==> src/rtl/jtdd2_snd_mix.sv <==
// jtdd2_snd_mix: mixes YM2151 and OKI6295 audio with programmable 4.4 gains,
// saturates the sum and runs an optional one-pole low-pass on one shared multiplier.
module jtdd2_snd_mix #(
    parameter int unsigned LPF_SH       = 2,
    parameter logic [7:0]  GAIN_FM_RST  = 8'h10,
    parameter logic [7:0]  GAIN_PCM_RST = 8'h18
) (
    input  logic               clk,
    input  logic               rst_n,
    input  logic               sample_in,
    input  logic signed [15:0] fm_snd,
    input  logic signed [13:0] pcm_snd,
    input  logic               gain_wr,
    input  logic               gain_sel,
    input  logic [7:0]         gain_din,
    input  logic               mute,
    input  logic               clr_flags,
    output logic signed [15:0] sound,
    output logic               sample_out,
    output logic               sat_flag,
    output logic               ovr_flag
);
    typedef enum logic [2:0] {
        IDLE    = 3'd0,
        LATCH   = 3'd1,
        MUL_FM  = 3'd2,
        MUL_PCM = 3'd3,
        SAT     = 3'd4,
        FILT    = 3'd5,
        OUT     = 3'd6
    } state_t;

    localparam logic signed [20:0] ACC_MAX  = 21'sd32767;
    localparam logic signed [20:0] ACC_MIN  = -21'sd32768;
    localparam logic signed [17:0] FILT_MAX = 18'sd32767;
    localparam logic signed [17:0] FILT_MIN = -18'sd32768;

    state_t             state_q, state_d;
    logic               pending_q, pending_d;
    logic [7:0]         gain_fm_q, gain_pcm_q;
    logic signed [15:0] fm_x_q, pcm_x_q;
    logic [7:0]         gfm_q, gpcm_q;
    logic               mute_q;
    logic signed [20:0] acc_q, acc_d;
    logic signed [15:0] x_q;
    logic signed [15:0] y_q;
    logic signed [15:0] ynext_q;
    logic signed [15:0] sound_q;
    logic               sample_out_q;
    logic               sat_q, ovr_q;
    logic               sat_set, ovr_set;

    // Shared multiplier: the sequencer steers FM or PCM operands onto it
    logic signed [15:0] mul_a;
    logic [7:0]         mul_g;
    logic signed [24:0] prod;
    logic signed [20:0] prod_sh;

    always_comb begin
        mul_a = fm_x_q;
        mul_g = gfm_q;
        if (state_q == MUL_PCM) begin
            mul_a = pcm_x_q;
            mul_g = gpcm_q;
        end
    end

    assign prod    = mul_a * $signed({1'b0, mul_g});
    assign prod_sh = prod[24:4];

    logic               sat_hi, sat_lo;
    logic signed [15:0] sat_val;

    assign sat_hi = (acc_q > ACC_MAX);
    assign sat_lo = (acc_q < ACC_MIN);

    always_comb begin
        sat_val = acc_q[15:0];
        if (sat_hi) begin
            sat_val = 16'sh7FFF;
        end else if (sat_lo) begin
            sat_val = 16'sh8000;
        end
    end

    // Low-pass at 18 bits so the difference term cannot wrap before the shift
    logic signed [17:0] x_ext, y_ext, diff, step, ysum;
    logic signed [15:0] filt_val;

    assign x_ext = $signed({{2{x_q[15]}}, x_q});
    assign y_ext = $signed({{2{y_q[15]}}, y_q});
    assign diff  = x_ext - y_ext;
    assign step  = diff >>> LPF_SH;
    assign ysum  = y_ext + step;

    always_comb begin
        filt_val = ysum[15:0];
        if (ysum > FILT_MAX) begin
            filt_val = 16'sh7FFF;
        end else if (ysum < FILT_MIN) begin
            filt_val = 16'sh8000;
        end
    end

    always_comb begin
        state_d   = state_q;
        pending_d = pending_q;
        acc_d     = acc_q;
        sat_set   = 1'b0;
        ovr_set   = 1'b0;
        case (state_q)
            IDLE: begin
                if (sample_in || pending_q) begin
                    state_d   = LATCH;
                    pending_d = 1'b0;
                end
            end
            LATCH:   state_d = MUL_FM;
            MUL_FM: begin
                acc_d   = prod_sh;
                state_d = MUL_PCM;
            end
            MUL_PCM: begin
                acc_d   = mute_q ? '0 : (acc_q + prod_sh);
                state_d = SAT;
            end
            SAT: begin
                sat_set = sat_hi | sat_lo;
                state_d = FILT;
            end
            FILT:    state_d = OUT;
            OUT:     state_d = IDLE;
            default: state_d = IDLE;
        endcase
        // One strobe may queue behind a busy pass; any further one is lost
        if ((state_q != IDLE) && sample_in) begin
            if (pending_q) begin
                ovr_set = 1'b1;
            end else begin
                pending_d = 1'b1;
            end
        end
    end

    always_ff @(posedge clk) begin
        if (!rst_n) begin
            state_q      <= IDLE;
            pending_q    <= 1'b0;
            gain_fm_q    <= GAIN_FM_RST;
            gain_pcm_q   <= GAIN_PCM_RST;
            fm_x_q       <= '0;
            pcm_x_q      <= '0;
            gfm_q        <= '0;
            gpcm_q       <= '0;
            mute_q       <= 1'b0;
            acc_q        <= '0;
            x_q          <= '0;
            y_q          <= '0;
            ynext_q      <= '0;
            sound_q      <= '0;
            sample_out_q <= 1'b0;
            sat_q        <= 1'b0;
            ovr_q        <= 1'b0;
        end else begin
            state_q   <= state_d;
            pending_q <= pending_d;
            acc_q     <= acc_d;
            if (gain_wr) begin
                if (gain_sel) begin
                    gain_pcm_q <= gain_din;
                end else begin
                    gain_fm_q <= gain_din;
                end
            end
            if (state_q == LATCH) begin
                fm_x_q  <= fm_snd;
                pcm_x_q <= {pcm_snd, 2'b00};
                gfm_q   <= gain_fm_q;
                gpcm_q  <= gain_pcm_q;
                mute_q  <= mute;
            end
            if (state_q == SAT) begin
                x_q <= sat_val;
            end
            if (state_q == FILT) begin
                ynext_q <= filt_val;
            end
            if (state_q == OUT) begin
                sound_q <= ynext_q;
                y_q     <= ynext_q;
            end
            sample_out_q <= (state_q == OUT);
            sat_q        <= sat_set | (sat_q & ~clr_flags);
            ovr_q        <= ovr_set | (ovr_q & ~clr_flags);
        end
    end

    assign sound      = sound_q;
    assign sample_out = sample_out_q;
    assign sat_flag   = sat_q;
    assign ovr_flag   = ovr_q;

endmodule

==> config.mk <==
export PLATFORM = sky130hd
export DESIGN_NAME = jtdd2_snd_mix
export DESIGN_NICKNAME = d
export VERILOG_FILES = /design/src/rtl/jtdd2_snd_mix.sv
export SDC_FILE = /design/constraint.sdc
export NUM_CORES = 1
export LEC_CHECK = 0
export ABC_CLOCK_PERIOD_IN_PS = 9900
export CORE_UTILIZATION = 62
export DETAILED_ROUTE_END_ITERATION = 6
export HOLD_SLACK_MARGIN = 0.05
export PLACE_DENSITY_LB_ADDON = 0.2
export SLEW_MARGIN = 5
export SYNTH_ARGS = -nofsm -noshare
export SYNTH_HDL_FRONTEND = slang
export SYNTH_SLANG_ARGS = --single-unit
==> constraint.sdc <==
create_clock -name clk -period 9.9 [get_ports clk]
set_input_delay 0.99 -clock clk [delete_from_list [all_inputs] [get_ports clk]]
set_output_delay 0.99 -clock clk [all_outputs]
set_load 0.05 [all_outputs]
# Word level (Yosys, flattened, before mapping)
# Index checks and enable logic that the tools add are counted.
[word_totals]
regBits = 139
in_bits = 45
out_inout_bits = 19
wordCells = 62
[op_classes]
n_addsub = 3
mul = 1
order_cmp = 4
n_eq_ne = 7
mux = 17
n_bitwise = 7
reduce_logical = 7
[ops]
columns = ["op", "count"]
rows = [
  ["two-way mux 16 bit", 5],
  ["one-hot mux 21 bit (2 select lines)", 1],
  ["multiplier 16 x 9 -> 25 bit", 1],
  ["adder 21 bit", 1],
  ["greater-than comparator 21 x 16 -> 1 bit (second input constant)", 1],
  ["< comparator 21 x 16 -> 1 bit (second input constant)", 1],
  ["two-way mux 21 bit", 1],
  ["one-hot mux 3 bit (6 select lines)", 1],
  ["adder 16 x 15 -> 17 bit", 1],
  ["greater-than comparator 17 x 16 -> 1 bit (second input constant)", 1],
  ["< comparator 17 x 16 -> 1 bit (second input constant)", 1],
  ["subtractor 16 x 16 -> 17 bit", 1],
  ["equality test 3 bit (second input constant)", 3],
  ["two-way mux 8 bit", 1],
  ["two-way mux 1 bit", 7],
  ["equality test 3 x 2 -> 1 bit (second input constant)", 2],
  ["AND reduction 2 bit", 2],
  ["equality test 3 x 1 -> 1 bit (second input constant)", 1],
  ["logical NOT 3 bit", 1],
  ["two-way mux 3 bit", 1],
  ["bitwise OR 1 bit", 3],
  ["nonzero test 3 bit", 1],
  ["bitwise AND 1 bit", 2],
  ["inequality test 2 bit (second input constant)", 1],
  ["4 further kinds", 5],
]

# Longest topological paths before layout
[depth]
ltp_word = 6
ltp_mapped = 34

# Worst setup path before layout
# Ideal clock, no wire load.
[synth_timing]
path_kind = "register to register"
start = "register state_q[1]"
end = "register acc_q[20]"
setup_ns = 0.062
t_arrival_ns = 7.372
t_required_ns = 9.838
setup_slack_ns = 2.466
path_stages_with_launch = 32
n_path_buf = 3
synth_period_minus_slack_ns = 7.434
cell_sequence = "dfxtp_1 -> clkbuf_1 -> nor2b_1 -> nand2_1 -> buf_1 -> buf_1 -> mux2i_1 -> nor2_1 -> fa_1 -> fa_1 -> fa_1 -> inv_1 -> fa_1 -> inv_1 -> ha_1 -> or2_1 -> o31ai_4 -> nor2_1 -> a41o_1 -> or4_1 -> o311ai_1 -> xnor2_1 -> ha_1 -> a21oi_1 -> o21ai_0 -> a21oi_1 -> nand2_1 -> a21oi_1 -> a21oi_1 -> xor2_1 -> or4b_1 -> nand3_1"
[synth_via]
elab_chain_cells = 6
word_cells_on_any_way = 9
cone_classes = "add/sub: 1; mul: 1; eq/ne: 2; mux: 4; reduce/logical: 1"
[synth_lines]
columns = ["item", "line", "text"]
rows = [
  ["start: declaration", "38", "state_t state_q, state_d;"],
  ["start signal: assignment", "165", "state_q <= state_d;"],
  ["equality test 3 x 2 -> 1 bit", "62, 111", ""],
  ["two-way mux 16 bit or two-way mux 8 bit (tied branches)", "62", "if (state_q == MUL_PCM) begin"],
  ["multiplier 16 x 9 -> 25 bit", "68", "assign prod = mul_a * $signed({1'b0, mul_g});"],
  ["adder 21 bit", "124", "acc_d = mute_q ? '0 : (acc_q + prod_sh);"],
  ["two-way mux 21 bit", "124", ""],
  ["one-hot mux 21 bit (2 select lines)", "111", "case (state_q)"],
  ["end signal: assignment", "156", "acc_q <= '0;"],
  ["end signal: assignment", "167", "acc_q <= acc_d;"],
  ["end: declaration", "44", "logic signed [20:0] acc_q, acc_d;"],
]
# Several ways; a longest one is shown, not always the timed one.
# A chain may end at the register's enable or synchronous reset.

# Worst setup path after layout
[layout_timing]
start = "register state_q[2]"
end = "register acc_q[19]"
# Same word-level chain as after synthesis.

==> impl_metrics.ini <==
[run_status]
status = finished, final reports clean

[power_and_ir_drop]
p_sw_mw = 0.516
seqPwrFrac = 0.394
swShare = 0.329
pwr-share-comb = 0.233
ir_worst_vdd_uv = 124
clkPwrFrac = 0.373
p_leak_nw = 6.22
power.internal_mw = 1.05
finalPower_mw = 1.57
power.density_nw_per_um2 = 116

[critical_path]
crit_path_end_kind = flop
required_ns = 10.26
crit_path_start_kind = flop
cp_slowest_stage_delay_ns = 0.90
slowest_stage = mux2i_1
critPathKind = reg -> reg
critical_path.max_fanout = 39
arrival_ns = 8.68

[placement]
place_area_sq_um = 13000
place_ws_ns = 1.68
dp_hpwl_um = 22200
place.gp.congestion = 0.918
port_buffers = 63

[yosys]
syn_nets = 1783
synth.distinct_cells = 71
yosysTopAreaCell = dfxtp_1
synth-seq-cells = 139
synth_edf_count = 0
syn_area_sq_um = 12200
synth_cells = 1536
async_flop_share = 0
ys_warn_count = 0
netlist_top_cells_area = dfxtp_1, fa_1, ha_1, nand2_1, a21oi_1
syn_avg_cell_area_sq_um = 7.94
synth_top_cell_area_share = 0.228
ys.flop_type = dfxtp_1
seq_area_frac_synth = 0.228

[global_route]
top_usage_layer = met2
use_met1 = 0.381
grt.total_usage = 0.306
use_met3 = 0.0394
gr-usage-met2 = 0.537
grt_pass1_vias = 10500
grt_pass1_wl_um = 49000
grt_antenna_before_repair = 0
grt_max_degree = 92
grt-ovfl-total = 0

[clocking]
cts_tree = built
path_clk_slew_ns = 0.06
cts_htree_levels = 4
ctsResizeCount = 0
clk_latency_ns = 0.43
clock_sinks = 139
clock-root-buffer = clkbuf_16
clockBufferDepth = 2
post_cts_buffers = 0
cts_buffers = 17
cts_hold_buf = 0

[route]
wirelength_um = 29200
drt-initial-drc-count = 554
drc = 0
vias = 10500
viasPerCell = 5.73
drtAntennaViolNets = 0
avgRoutedWirePerCell_um = 15.9
first_pass_iters = 5

[layout]
layout-drive-gt1-share = 0.0456
num_antenna_cells = 0
finalNetCount = 1814
area_delta_synth_final_pct = 10.9
post-route-cell-area_sq_um = 13500
nFillCells = 1579

[timing]
hold_viol = 0
drv_slew = 0
finalCritPeriodShare = 0.841
worst_pin_slew_ns = 1.29
fin_crit_ns = 8.33
rsz0062_at_grt = false
maxSlewHeadroom = 0.136
setup_tns_ns = 0
fin_ws_ns = 1.57
setup_viol = 0
finClkSkew_ns = 0.00877
fmax_mhz = 120

[die]
num_rows = 50
fp.dieW_um = 142
die_area_sq_um = 20200
initial_utilization = 0.641
core_sq_um = 19000
pin_count = 64
die_h_um = 142

[job]
drv_cap = 0

[hold_path]
hold_class = reg -> reg
synthesized netlist by cell type (3+ instances only):
cell type  count
or2_2          6
a31oi_1        5
nand2b_1      15
and3_1        12
or3_1          8
inv_1        186
nor2b_1       15
buf_1          7
o21a_1        13
nand2_1      249
nor3_1        22
nand3_1       27
fa_1         104
xor2_1        15
maj3_1         3
clkbuf_1      51
xnor2_1       45
nor2_1       123
o21bai_1       5
o21ai_0       79
a21o_1        14
mux2i_1       19
and2_1         7
a211oi_1      10
dfxtp_1      139
a221oi_1      10
a21oi_1      172
mux2_2        18
ha_1          98
o311ai_0       3
final cells by class:
type                       instances  area (sq um)  area share
multi-input combinational       1151          8500       0.628
sequential                       139          2780       0.206
inverter                         187           702      0.0519
timing repair buffer              71           691      0.0511
clock buffer                      18           429      0.0317
tap                              260           325      0.0241
clock inverter                    13          97.6     0.00722
power groups by stage:
| stage | clock, mW | combinational [mW] | sequential [mW] |
|---|---|---|---|
| 5_1_grt | 0.614 | 0.404 | 0.621 |
| 3_3_place_gp | 0 | 0.347 | 0.628 |
| 2_1_floorplan | 0 | 0.276 | 0.617 |
| 4_1_cts | 0.588 | 0.362 | 0.617 |
| 6_report | 0.584 | 0.365 | 0.618 |
| 3_5_place_dp | 0 | 0.358 | 0.629 |
per-layer routing:
metal / routed length (um) / up-vias
met2: 14300 / 287
met4: 914 / 0
met1: 12600 / 5028
met3: 1270 / 70
met5: 0 / -
li1: - / 5147
registers in the layout (all words and copies together) (netlist names), 3 cells and up:
signal,flops
gain_pcm_q,8
x_q,16
acc_q,21
gain_fm_q,8
sound,16
fm_x_q,16
ynext_q,16
state_q,3
gfm_q,8
pcm_x_q,14
gpcm_q,8
logic make-up after synthesis:
logic type               Yosys count  share of synthesized area
XOR/XNOR                          61                     0.0444
multiplexers                      37                     0.0322
adder cells (fa/ha/maj)          205                      0.274
AO/OA/AOI/OAI                    348                      0.168
AND/OR/NAND/NOR                  500                      0.177
buffers and inverters            246                     0.0758
flip-flops                       139                      0.228
worst paths after layout:
| path | from | end | slack (ns) | cells after the start |
|---|---|---|---|---|
| max | state_q[2] | acc_q[19] | 1.57 | 29 |
| min | ynext_q[14] | sound[14] | 0.45 | 2 |
| min reg2reg | ynext_q[14] | sound[14] | 0.45 | 2 |
| max reg2reg | state_q[2] | acc_q[19] | 1.57 | 29 |
stage by stage:
step,util,hold slack (ns),cells
3_3_place_gp,0.683,0.436,1808
6_report,0.711,0.450,1839
2_1_floorplan,-,0.429,1536
4_1_cts,0.711,0.448,1839
3_5_place_dp,0.683,0.440,1808
5_1_grt,0.711,0.467,1839
worst max-delay path: cells and delay by family (launching register included):
kind | cells | cell delay [ns]
compound gates | 11 | 2.24
flops | 1 | 0.51
mux | 1 | 0.90
xor+xnor | 1 | 0.20
buf+inv | 4 | 0.83
simple gates | 6 | 0.96
fa+ha+maj | 6 | 2.62
layout by cell type (no fill, tap or decap), types with 18 or more instances in the layout:
master / count
mux2_2: 18
nor3_1: 21
ha_1: 98
a21oi_1: 172
nand2_1: 248
clkdlybuf4s50_1: 63
nand3_1: 27
inv_1: 185
fa_1: 104
nor2_1: 123
xnor2_1: 45
o21ai_0: 79
dfxtp_1: 139
mux2i_1: 19
No activity file was read; power rests on OpenSTA's default activity.
